--- config.mk ---
export PLATFORM = sky130hd
export DESIGN_NAME = uart_transmitter
export DESIGN_NICKNAME = d
export VERILOG_FILES = /design/src/rtl/uart_pkg.sv /design/src/rtl/uart_transmitter.sv
export SDC_FILE = /design/constraint.sdc
export NUM_CORES = 1
export LEC_CHECK = 0
export CAP_MARGIN = 20
export CORE_ASPECT_RATIO = 0.5
export CORE_MARGIN = 2
export CORE_UTILIZATION = 52
export DETAILED_ROUTE_END_ITERATION = 8
export PLACE_DENSITY = 0.84
export SLEW_MARGIN = 20
export SYNTH_ARGS = -nofsm -noshare
export SYNTH_HDL_FRONTEND = slang
export SYNTH_SLANG_ARGS = --single-unit
--- constraint.sdc ---
create_clock -name clk -period 2.4 [get_ports clk]
set_clock_uncertainty 0.05 [all_clocks]
set_input_delay 0.48 -clock clk [delete_from_list [all_inputs] [get_ports clk]]
set_output_delay 0.48 -clock clk [all_outputs]
set_load 0.005 [all_outputs]
--- src/rtl/uart_pkg.sv ---
// uart_pkg: tx state encoding, sampling constants shared with the receiver, parity helper.
package uart_pkg;
   typedef enum logic [2:0] {IDLE, START, DATA, PARITY, STOP} tx_state_e;
   localparam int BIT_SAMPLING     = 15;
   localparam int HALFBIT_SAMPLING = 7;
   function automatic logic parity(input logic [31:0] d);
      return ^d;
   endfunction
endpackage

--- src/rtl/uart_transmitter.sv ---
// uart_transmitter: x16-tick UART TX, LSB first, one-entry holding register; UART_TX_PARITY_EN adds an even parity bit.
module uart_transmitter
   import uart_pkg::*;
#(
   parameter int BYTE_WIDTH    = 8,
   parameter int TICKS_PER_BIT = 16
) (
   input  logic                  clk,
   input  logic                  arst,
   input  logic                  tick,
   input  logic                  tx_valid,
   input  logic [BYTE_WIDTH-1:0] data_in,
   output logic                  tx_ready,
   output logic                  tx,
   output logic                  tx_busy,
   output logic                  tx_done
);
   localparam int TW = $clog2(TICKS_PER_BIT);
   localparam int BW = $clog2(BYTE_WIDTH);
   localparam logic [TW-1:0] LAST_TICK = TW'(TICKS_PER_BIT - 1);
   localparam logic [BW-1:0] LAST_BIT  = BW'(BYTE_WIDTH - 1);

   tx_state_e             state_q, state_d;
   logic [BYTE_WIDTH-1:0] hold_q, hold_d, shift_q, shift_d;
   logic                  hold_full_q, hold_full_d, tx_q, tx_d, done_q, done_d;
   logic [TW-1:0]         tick_cnt_q, tick_cnt_d;
   logic [BW-1:0]         bit_cnt_q, bit_cnt_d;
   logic                  bit_end, load;
`ifdef UART_TX_PARITY_EN
   logic                  par_q, par_d;
`endif

   assign tx       = tx_q;
   assign tx_ready = !hold_full_q;
   assign tx_busy  = state_q != IDLE;
   assign tx_done  = done_q;

   always_comb begin
      state_d     = state_q;
      hold_d      = hold_q;
      hold_full_d = hold_full_q;
      shift_d     = shift_q;
      tick_cnt_d  = tick_cnt_q;
      bit_cnt_d   = bit_cnt_q;
      done_d      = 1'b0;
      load        = 1'b0;
`ifdef UART_TX_PARITY_EN
      par_d       = par_q;
`endif
      bit_end = tick && (tick_cnt_q == LAST_TICK) && (state_q != IDLE);
      if (tick && state_q != IDLE) tick_cnt_d = bit_end ? '0 : tick_cnt_q + 1'b1;
      case (state_q)
         IDLE:  load = hold_full_q;
         START: if (bit_end) state_d = DATA;
         DATA: if (bit_end) begin
            shift_d   = shift_q >> 1;
            bit_cnt_d = bit_cnt_q + 1'b1;
`ifdef UART_TX_PARITY_EN
            if (bit_cnt_q == LAST_BIT) state_d = PARITY;
`else
            if (bit_cnt_q == LAST_BIT) state_d = STOP;
`endif
         end
`ifdef UART_TX_PARITY_EN
         PARITY: if (bit_end) state_d = STOP;
`endif
         STOP: if (bit_end) begin
            done_d  = 1'b1;
            load    = hold_full_q;
            state_d = IDLE;
         end
         default: state_d = IDLE;
      endcase
      // a queued byte at stop end restarts in the same edge, so frames run back to back
      if (load) begin
         state_d     = START;
         shift_d     = hold_q;
         hold_full_d = 1'b0;
         tick_cnt_d  = '0;
         bit_cnt_d   = '0;
`ifdef UART_TX_PARITY_EN
         par_d       = parity(32'(hold_q));
`endif
      end
      if (tx_valid && tx_ready) begin
         hold_d      = data_in;
         hold_full_d = 1'b1;
      end
`ifdef UART_TX_PARITY_EN
      tx_d = (state_d == START) ? 1'b0 : (state_d == DATA) ? shift_d[0] : (state_d == PARITY) ? par_d : 1'b1;
`else
      tx_d = (state_d == START) ? 1'b0 : (state_d == DATA) ? shift_d[0] : 1'b1;
`endif
   end

   always_ff @(posedge clk or posedge arst) begin
      if (arst) begin
         state_q     <= IDLE;
         hold_q      <= '0;
         hold_full_q <= 1'b0;
         shift_q     <= '0;
         tick_cnt_q  <= '0;
         bit_cnt_q   <= '0;
         tx_q        <= 1'b1;
         done_q      <= 1'b0;
`ifdef UART_TX_PARITY_EN
         par_q       <= 1'b0;
`endif
      end else begin
         state_q     <= state_d;
         hold_q      <= hold_d;
         hold_full_q <= hold_full_d;
         shift_q     <= shift_d;
         tick_cnt_q  <= tick_cnt_d;
         bit_cnt_q   <= bit_cnt_d;
         tx_q        <= tx_d;
         done_q      <= done_d;
`ifdef UART_TX_PARITY_EN
         par_q       <= par_d;
`endif
      end
   end
endmodule

==> impl_metrics.py, run 1 <==
metrics = {
    "outcome": {
        "outcome": "complete, no violations",
    },
    "worst_hold_path": {
        "holdCritPathClass": "flip-flop to flip-flop",
    },
    "cts": {
        "clockBufferDepth": 2,
        "cts.sinks": 29,
        "clock_latency_ns": 0.28,
        "clk_pin_slew_ns": 0.06,
        "cts_resized": 0,
        "root_buffer": "clkbuf_8",
        "hold_buffers": 0,
        "cts_tree": "done",
        "postCtsSetupBuffers": 0,
        "htreeDepth": 2,
        "cts_inserted_buffers": 5,
    },
    "power_and_ir_drop": {
        "max-vdd-ir-drop_uv": 551,
        "p_leak_uw": 0.000779,
        "p_sw_uw": 494,
        "p_per_area_mw_per_mm2": 999,
        "p_int_uw": 1180,
        "swShare_pct": 29.5,
        "pwr-share-seq_pct": 47.7,
        "total_power_uw": 1680,
        "clockPowerShare_pct": 26.1,
        "comb_power_share_pct": 26.1,
    },
    "setup_path": {
        "critPathArrivalTime_ns": 1.69,
        "cp_num_buf_inv": 1,
        "worstSetupPathType": "flip-flop to primary output",
        "critPathTopFamily": "flip-flops",
        "worstSetupStartpointType": "flip-flop",
        "cpMaxStageDelayCell": "dfrtp_1",
        "critPathMaxFanout": 10,
        "critical-path-max-stage-delay_ns": 0.52,
        "worstPathCellList": "or3_1 -> clkdlybuf4s50_1",
        "cp.required_ns": 1.87,
        "crit_path_end_kind": "primary output",
    },
    "global_route": {
        "grt_pass1_wl_microns": 4110,
        "grt_pass1_vias": 889,
        "grt-ovfl-total": 0,
        "grt_max_degree": 30,
        "grt_usage_pct": 18.9,
        "antenna_found_initial": 0,
    },
    "logic_synthesis": {
        "synth_top_family_by_area": "compound AO/OA/AOI/OAI gates",
        "synthArstFlopShare_pct": 100,
        "synth_mux_area_share_pct": 10.7,
        "synth_top_area_share_pct": 51.4,
        "synth_fp_nets": 127,
        "synth_compound_area_share_pct": 14.2,
        "yosys.area_share.adder_pct": 2.75,
        "yosysWarnings": 0,
        "synthesis.instances": 112,
        "synthTopCellsByArea": "dfrtp_1, mux2_2, a22o_1",
        "synth_ff_type": "dfrtp_1",
        "synth_seq_cells": 29,
        "yosysSeqAreaShare_pct": 53.3,
        "synth-simple-area-share_pct": 14.1,
        "synth.largest_area_cell": "dfrtp_1",
        "synth_xor_area_share_pct": 1.28,
        "synth-edff-count": 0,
        "synth.cell_area_sq_mm": 0.00136,
        "syn_avg_cell_area_sq_um": 12.2,
        "ys_types": 34,
    },
    "sta": {
        "max_freq_mhz": 451,
        "fin_crit_ns": 2.22,
        "hold_viol": 0,
        "tns_ns": 0,
        "rsz0062_at_grt": "false",
        "slew-limit-headroom_pct": 73.2,
        "min_period_over_period_pct": 92.3,
        "postLayoutSetupSlackWorst_ns": 0.184,
        "slew_viol_final": 0,
        "worstMarginPinSlew_ns": 0.402,
        "setup_violations": 0,
    },
    "drt": {
        "drc": 0,
        "vias_per_cell": 5.33,
        "drt_pass1_iterations": 3,
        "postRouteAntennaNets": 0,
        "routed_wirelength_microns": 2470,
        "initialDrtViolationCount": 56,
        "vias": 922,
        "wire_per_inst_microns": 14.3,
    },
    "layout": {
        "syn_to_final_growth_pct": 23.2,
        "final_layout_size_suffix_gt1_share_pct": 24.3,
        "fillers": 196,
        "antennaDiodeCount": 0,
        "final_cells": 173,
        "fin_nets": 150,
    },
    "placed_design": {
        "dp_cells": 165,
        "dp_slack_ns": 0.131,
        "io_buffers": 15,
        "hpwl_microns": 1760,
        "place.gp.congestion": 0.751,
    },
    "floorplanning": {
        "die_area_sq_mm": 0.00307,
        "core_area_sq_mm": 0.00254,
        "num_rows": 13,
        "start_util_pct": 53.7,
        "num_io_pins": 16,
        "die_h_microns": 40.2,
        "die_x_microns": 76.4,
    },
    "job": {
        "drv_cap": 0,
    },
}
final timing paths:
path	from	slack, ns	cells after the start	end
max reg2reg	tick_cnt_q[0]	0.47	5	shift_q[0]
min reg2reg	shift_q[4]	0.43	1	shift_q[4]
min in group asynchronous	arst	0.53	3	state_q[1]
max	state_q[1]	0.18	2	tx_busy
max in group asynchronous	arst	1.47	3	tx
min	shift_q[4]	0.43	1	shift_q[4]
cells in the mapped netlist (all sizes together), types with 3 or more instances:
library cell and instances:
a22o 6, nand2 5, a21oi 4, ha 3
nor2 13, mux2i 3, inv 4, buf 4
a21o 6, nand3 3, dfrtp 28, mux2 10
worst register-to-register path, cell delays in order (launching register included):
cell     delay [ns]
dfrtp_1        0.38
ha_1           0.27
nand4_4        0.17
nor4b_2        0.29
mux2_2         0.39
mux2_4         0.27
sequential cells by signal, summed over array words and instances (netlist names):
register,count
tx_done,1
state_q,3
shift_q,8
tick_cnt_q,4
bit_cnt_q,3
tx,1
hold_q,8
hold_full_q,1
metrics by stage:
step	instance area (sq um)	utilization [%]	hold WS, ns
finish	1680	66.2	0.430
global route	1680	66.2	0.454
CTS	1680	66.2	0.434
detailed placement	1580	62.2	0.421
global placement	1580	62.2	0.410
floorplan	1360	-	0.394
layer usage:
metal	GRT usage (%)	up-vias	routed length (microns)	share of wire [%]
met5	0	-	0	0
met4	9.55	0	42	1.7
met2	35.4	11	1250	51
met3	6.76	5	69	2.8
li1	-	442	-	-
met1	20.6	464	1100	45
cell usage in the layout, fill, tap and decap left out, types with 2 or more instances in the layout:
cell type	netlist	layout
nand3_1	3	3
clkdlybuf4s50_1	0	15
a22o_1	6	6
a21o_1	6	6
nand2_1	5	5
mux2_2	9	9
xnor2_1	2	2
nor2_1	12	12
ha_1	3	3
dfrtp_1	28	28
clkbuf_8	0	7
buf_4	0	7
inv_1	4	4
a21oi_1	4	4
or3b_2	2	2
and3_1	2	2
mux2i_1	3	3
kinds of logic after synthesis:
family / Yosys count
flops: 29
buf+inv: 10
simple gates: 33
fa+ha+maj: 3
xor+xnor: 2
compound gates: 22
mux: 13
power by group through the flow:
| stage | Clock [uW] | Sequential, uW | Combinational [uW] |
|---|---|---|---|
| 6_report | 439 | 801 | 438 |
| 2_1_floorplan | 0 | 762 | 349 |
| 3_3_place_gp | 0 | 798 | 419 |
| 4_1_cts | 451 | 801 | 448 |
| 3_5_place_dp | 0 | 811 | 445 |
| 5_1_grt | 467 | 827 | 485 |
cell type report:
class	count	area, sq um	area share (%)
tap	37	46.3	2.76
inverter	4	15.0	0.894
multi-input combinational	73	588	35.0
clock buffer	7	96.3	5.73
sequential	29	727	43.3
timing repair buffer	22	203	12.1
clock inverter	1	5.00	0.298
No activity file was read; power rests on OpenSTA's default activity.
==> run 2: changes to the inputs <==
--- a/config.mk
+++ b/config.mk
@@ -11,6 +11,7 @@
 export CORE_UTILIZATION = 52
 export DETAILED_ROUTE_END_ITERATION = 8
 export PLACE_DENSITY = 0.84
+export SETUP_SLACK_MARGIN = 0.15
 export SLEW_MARGIN = 20
 export SYNTH_ARGS = -nofsm -noshare
 export SYNTH_HDL_FRONTEND = slang
==> run 2 against run 1 <==
Against the previous run:
- sequential share of layout area is essentially flat
- combinational power barely moved
- worst hold slack is the same
==> impl_metrics.py, run 2 (synthesis gave the netlist of run 1 again) <==
metrics = {
    "setup_path": {
        "critical-path-max-stage-delay_ns": 0.51,
        "worstSetupStartpointType": "flip-flop",
        "worstSetupPathType": "flip-flop to primary output",
        "crit_path_end_kind": "primary output",
        "worstPathCellList": "or3_1 -> clkdlybuf4s50_1",
        "setup.worst_path.start": "state_q[0]",
        "cp_num_buf_inv": 1,
        "r2r_slack_ns": 0.47,
        "r2r_end": "shift_q[0]",
        "r2r-start": "tick_cnt_q[0]",
        "cp.required_ns": 1.87,
        "critPathTopFamily": "flip-flops",
        "r2r_cells": 5,
        "critPathMaxFanout": 8,
        "cpMaxStageDelayCell": "dfrtp_1",
        "critPathArrivalTime_ns": 1.64,
    },
    "global_route": {
        "grt_usage_pct": 18.9,
        "grt_max_degree": 30,
        "antenna_found_initial": 0,
        "grt_pass1_vias": 889,
        "grt-ovfl-total": 0,
        "grt_pass1_wl_microns": 4110,
    },
    "power_and_ir_drop": {
        "total_power_uw": 1680,
        "pwr-share-seq_pct": 47.7,
        "swShare_pct": 29.5,
        "p_int_uw": 1180,
        "p_sw_uw": 494,
        "p_per_area_mw_per_mm2": 998,
        "p_leak_uw": 0.000777,
        "comb_power_share_pct": 26.1,
        "max-vdd-ir-drop_uv": 551,
        "clockPowerShare_pct": 26.1,
    },
    "layout": {
        "final_layout_size_suffix_gt1_share_pct": 25.0,
        "antennaDiodeCount": 0,
        "layout_common_cells": "dfrtp_1, clkdlybuf4s50_1, nor2_1",
        "reg_top3": "hold_q (8), shift_q (8), tick_cnt_q (4)",
        "multi_input_area_sq_um": 588,
        "register_area_sq_um": 728,
        "fillers": 196,
        "mostFrequentLayoutCell": "dfrtp_1",
        "syn_to_final_growth_pct": 23.3,
        "fin_nets": 150,
    },
    "cts": {
        "clock_latency_ns": 0.28,
        "htreeDepth": 2,
        "hold_buffers": 0,
        "clk_pin_slew_ns": 0.06,
        "clockBufferDepth": 2,
        "cts_tree": "done",
        "cts.sinks": 29,
        "cts_inserted_buffers": 5,
        "root_buffer": "clkbuf_8",
    },
    "drt": {
        "postRouteAntennaNets": 0,
        "initialDrtViolationCount": 56,
        "route.met3.wl_microns": 69,
        "routed_wirelength_microns": 2470,
        "wire_per_inst_microns": 14.3,
        "vias": 922,
        "vias_per_cell": 5.33,
        "top_layer": "met4",
        "drc": 0,
        "met1Wirelength_microns": 1100,
        "wl_met2_microns": 1250,
        "drt_pass1_iterations": 3,
    },
    "sta": {
        "worstMarginPinSlew_ns": 0.391,
        "slew_viol_final": 0,
        "rsz0062_at_grt": "false",
        "tns_ns": 0,
        "slew-limit-headroom_pct": 74.0,
        "fin_crit_ns": 2.17,
        "hold_viol": 0,
        "max_freq_mhz": 461,
        "min_period_over_period_pct": 90.5,
        "hold_slack_ns": 0.430,
        "setup_violations": 0,
    },
    "worst_hold_path": {
        "worstHoldStart": "shift_q[4]",
        "min_to": "shift_q[4]",
        "holdCritPathClass": "flip-flop to flip-flop",
        "holdPathStages": 1,
    },
    "floorplanning": {
        "die_h_microns": 40.2,
        "die_area_sq_mm": 0.00307,
        "die_x_microns": 76.4,
        "num_rows": 13,
        "num_io_pins": 16,
        "start_util_pct": 53.7,
        "core_area_sq_mm": 0.00254,
    },
    "job": {
        "drv_cap": 0,
    },
    "placed_design": {
        "io_buffers": 15,
        "place.gp.congestion": 0.751,
        "hpwl_microns": 1760,
    },
    "outcome": {
        "outcome": "complete, no violations",
    },
}
[run 2: cell count changes in the layout (fill, tap and decap cells not counted)]
cell     delta
dfrtp_1     -1
dfrtp_2     +1
[run 2: worst max path at each step]
stage | end | slack [ns] | cells after the start
after floorplan | shift_q[0] | 0.56 | 4
after global placement | shift_q[0] | 0.17 | 5
after detailed placement | shift_q[0] | 0.13 | 5
after CTS | tx_busy | 0.18 | 2
after global routing | tx_busy | 0.16 | 2
final | tx_busy | 0.23 | 2
[run 2: metal layers]
layer  vias to the layer above  GRT usage [%]
met5                         -              0
met4                         0           9.55
met3                         5           6.76
met2                        11           35.4
met1                       464           20.6
li1                        442              -
[run 2: stage by stage]
stage,utilization (%),std cells,cell area (sq um),setup WS [ns]
floorplan,-,112,1360,0.559
global placement,62.2,165,1580,0.169
detailed placement,62.2,165,1580,0.131
CTS,66.2,173,1680,0.177
global route,66.3,173,1680,0.161
finish,66.3,173,1680,0.229
[run 2: power by group through the flow]
stage / combinational [uW] / clock, uW / sequential (uW)
after floorplan: 349 / 0 / 762
after global placement: 419 / 0 / 798
after detailed placement: 445 / 0 / 811
after CTS: 448 / 451 / 801
after global routing: 485 / 467 / 827
final: 438 / 439 / 802
[run 2: area by class of cell]
class                   count  share of cell area (%)
inverters                   4                   0.893
clock buffers               7                    5.73
repair buffers             22                    12.1
multi-input cells          73                    35.0
clock inverters             1                   0.298
flip-flops and latches     29                    43.3
well taps                  37                    2.75
[run 2: timing repair]
item,in CTS,in global routing
resized for setup,0,1
buffers inserted,0,0
setup endpoints to repair,0,1
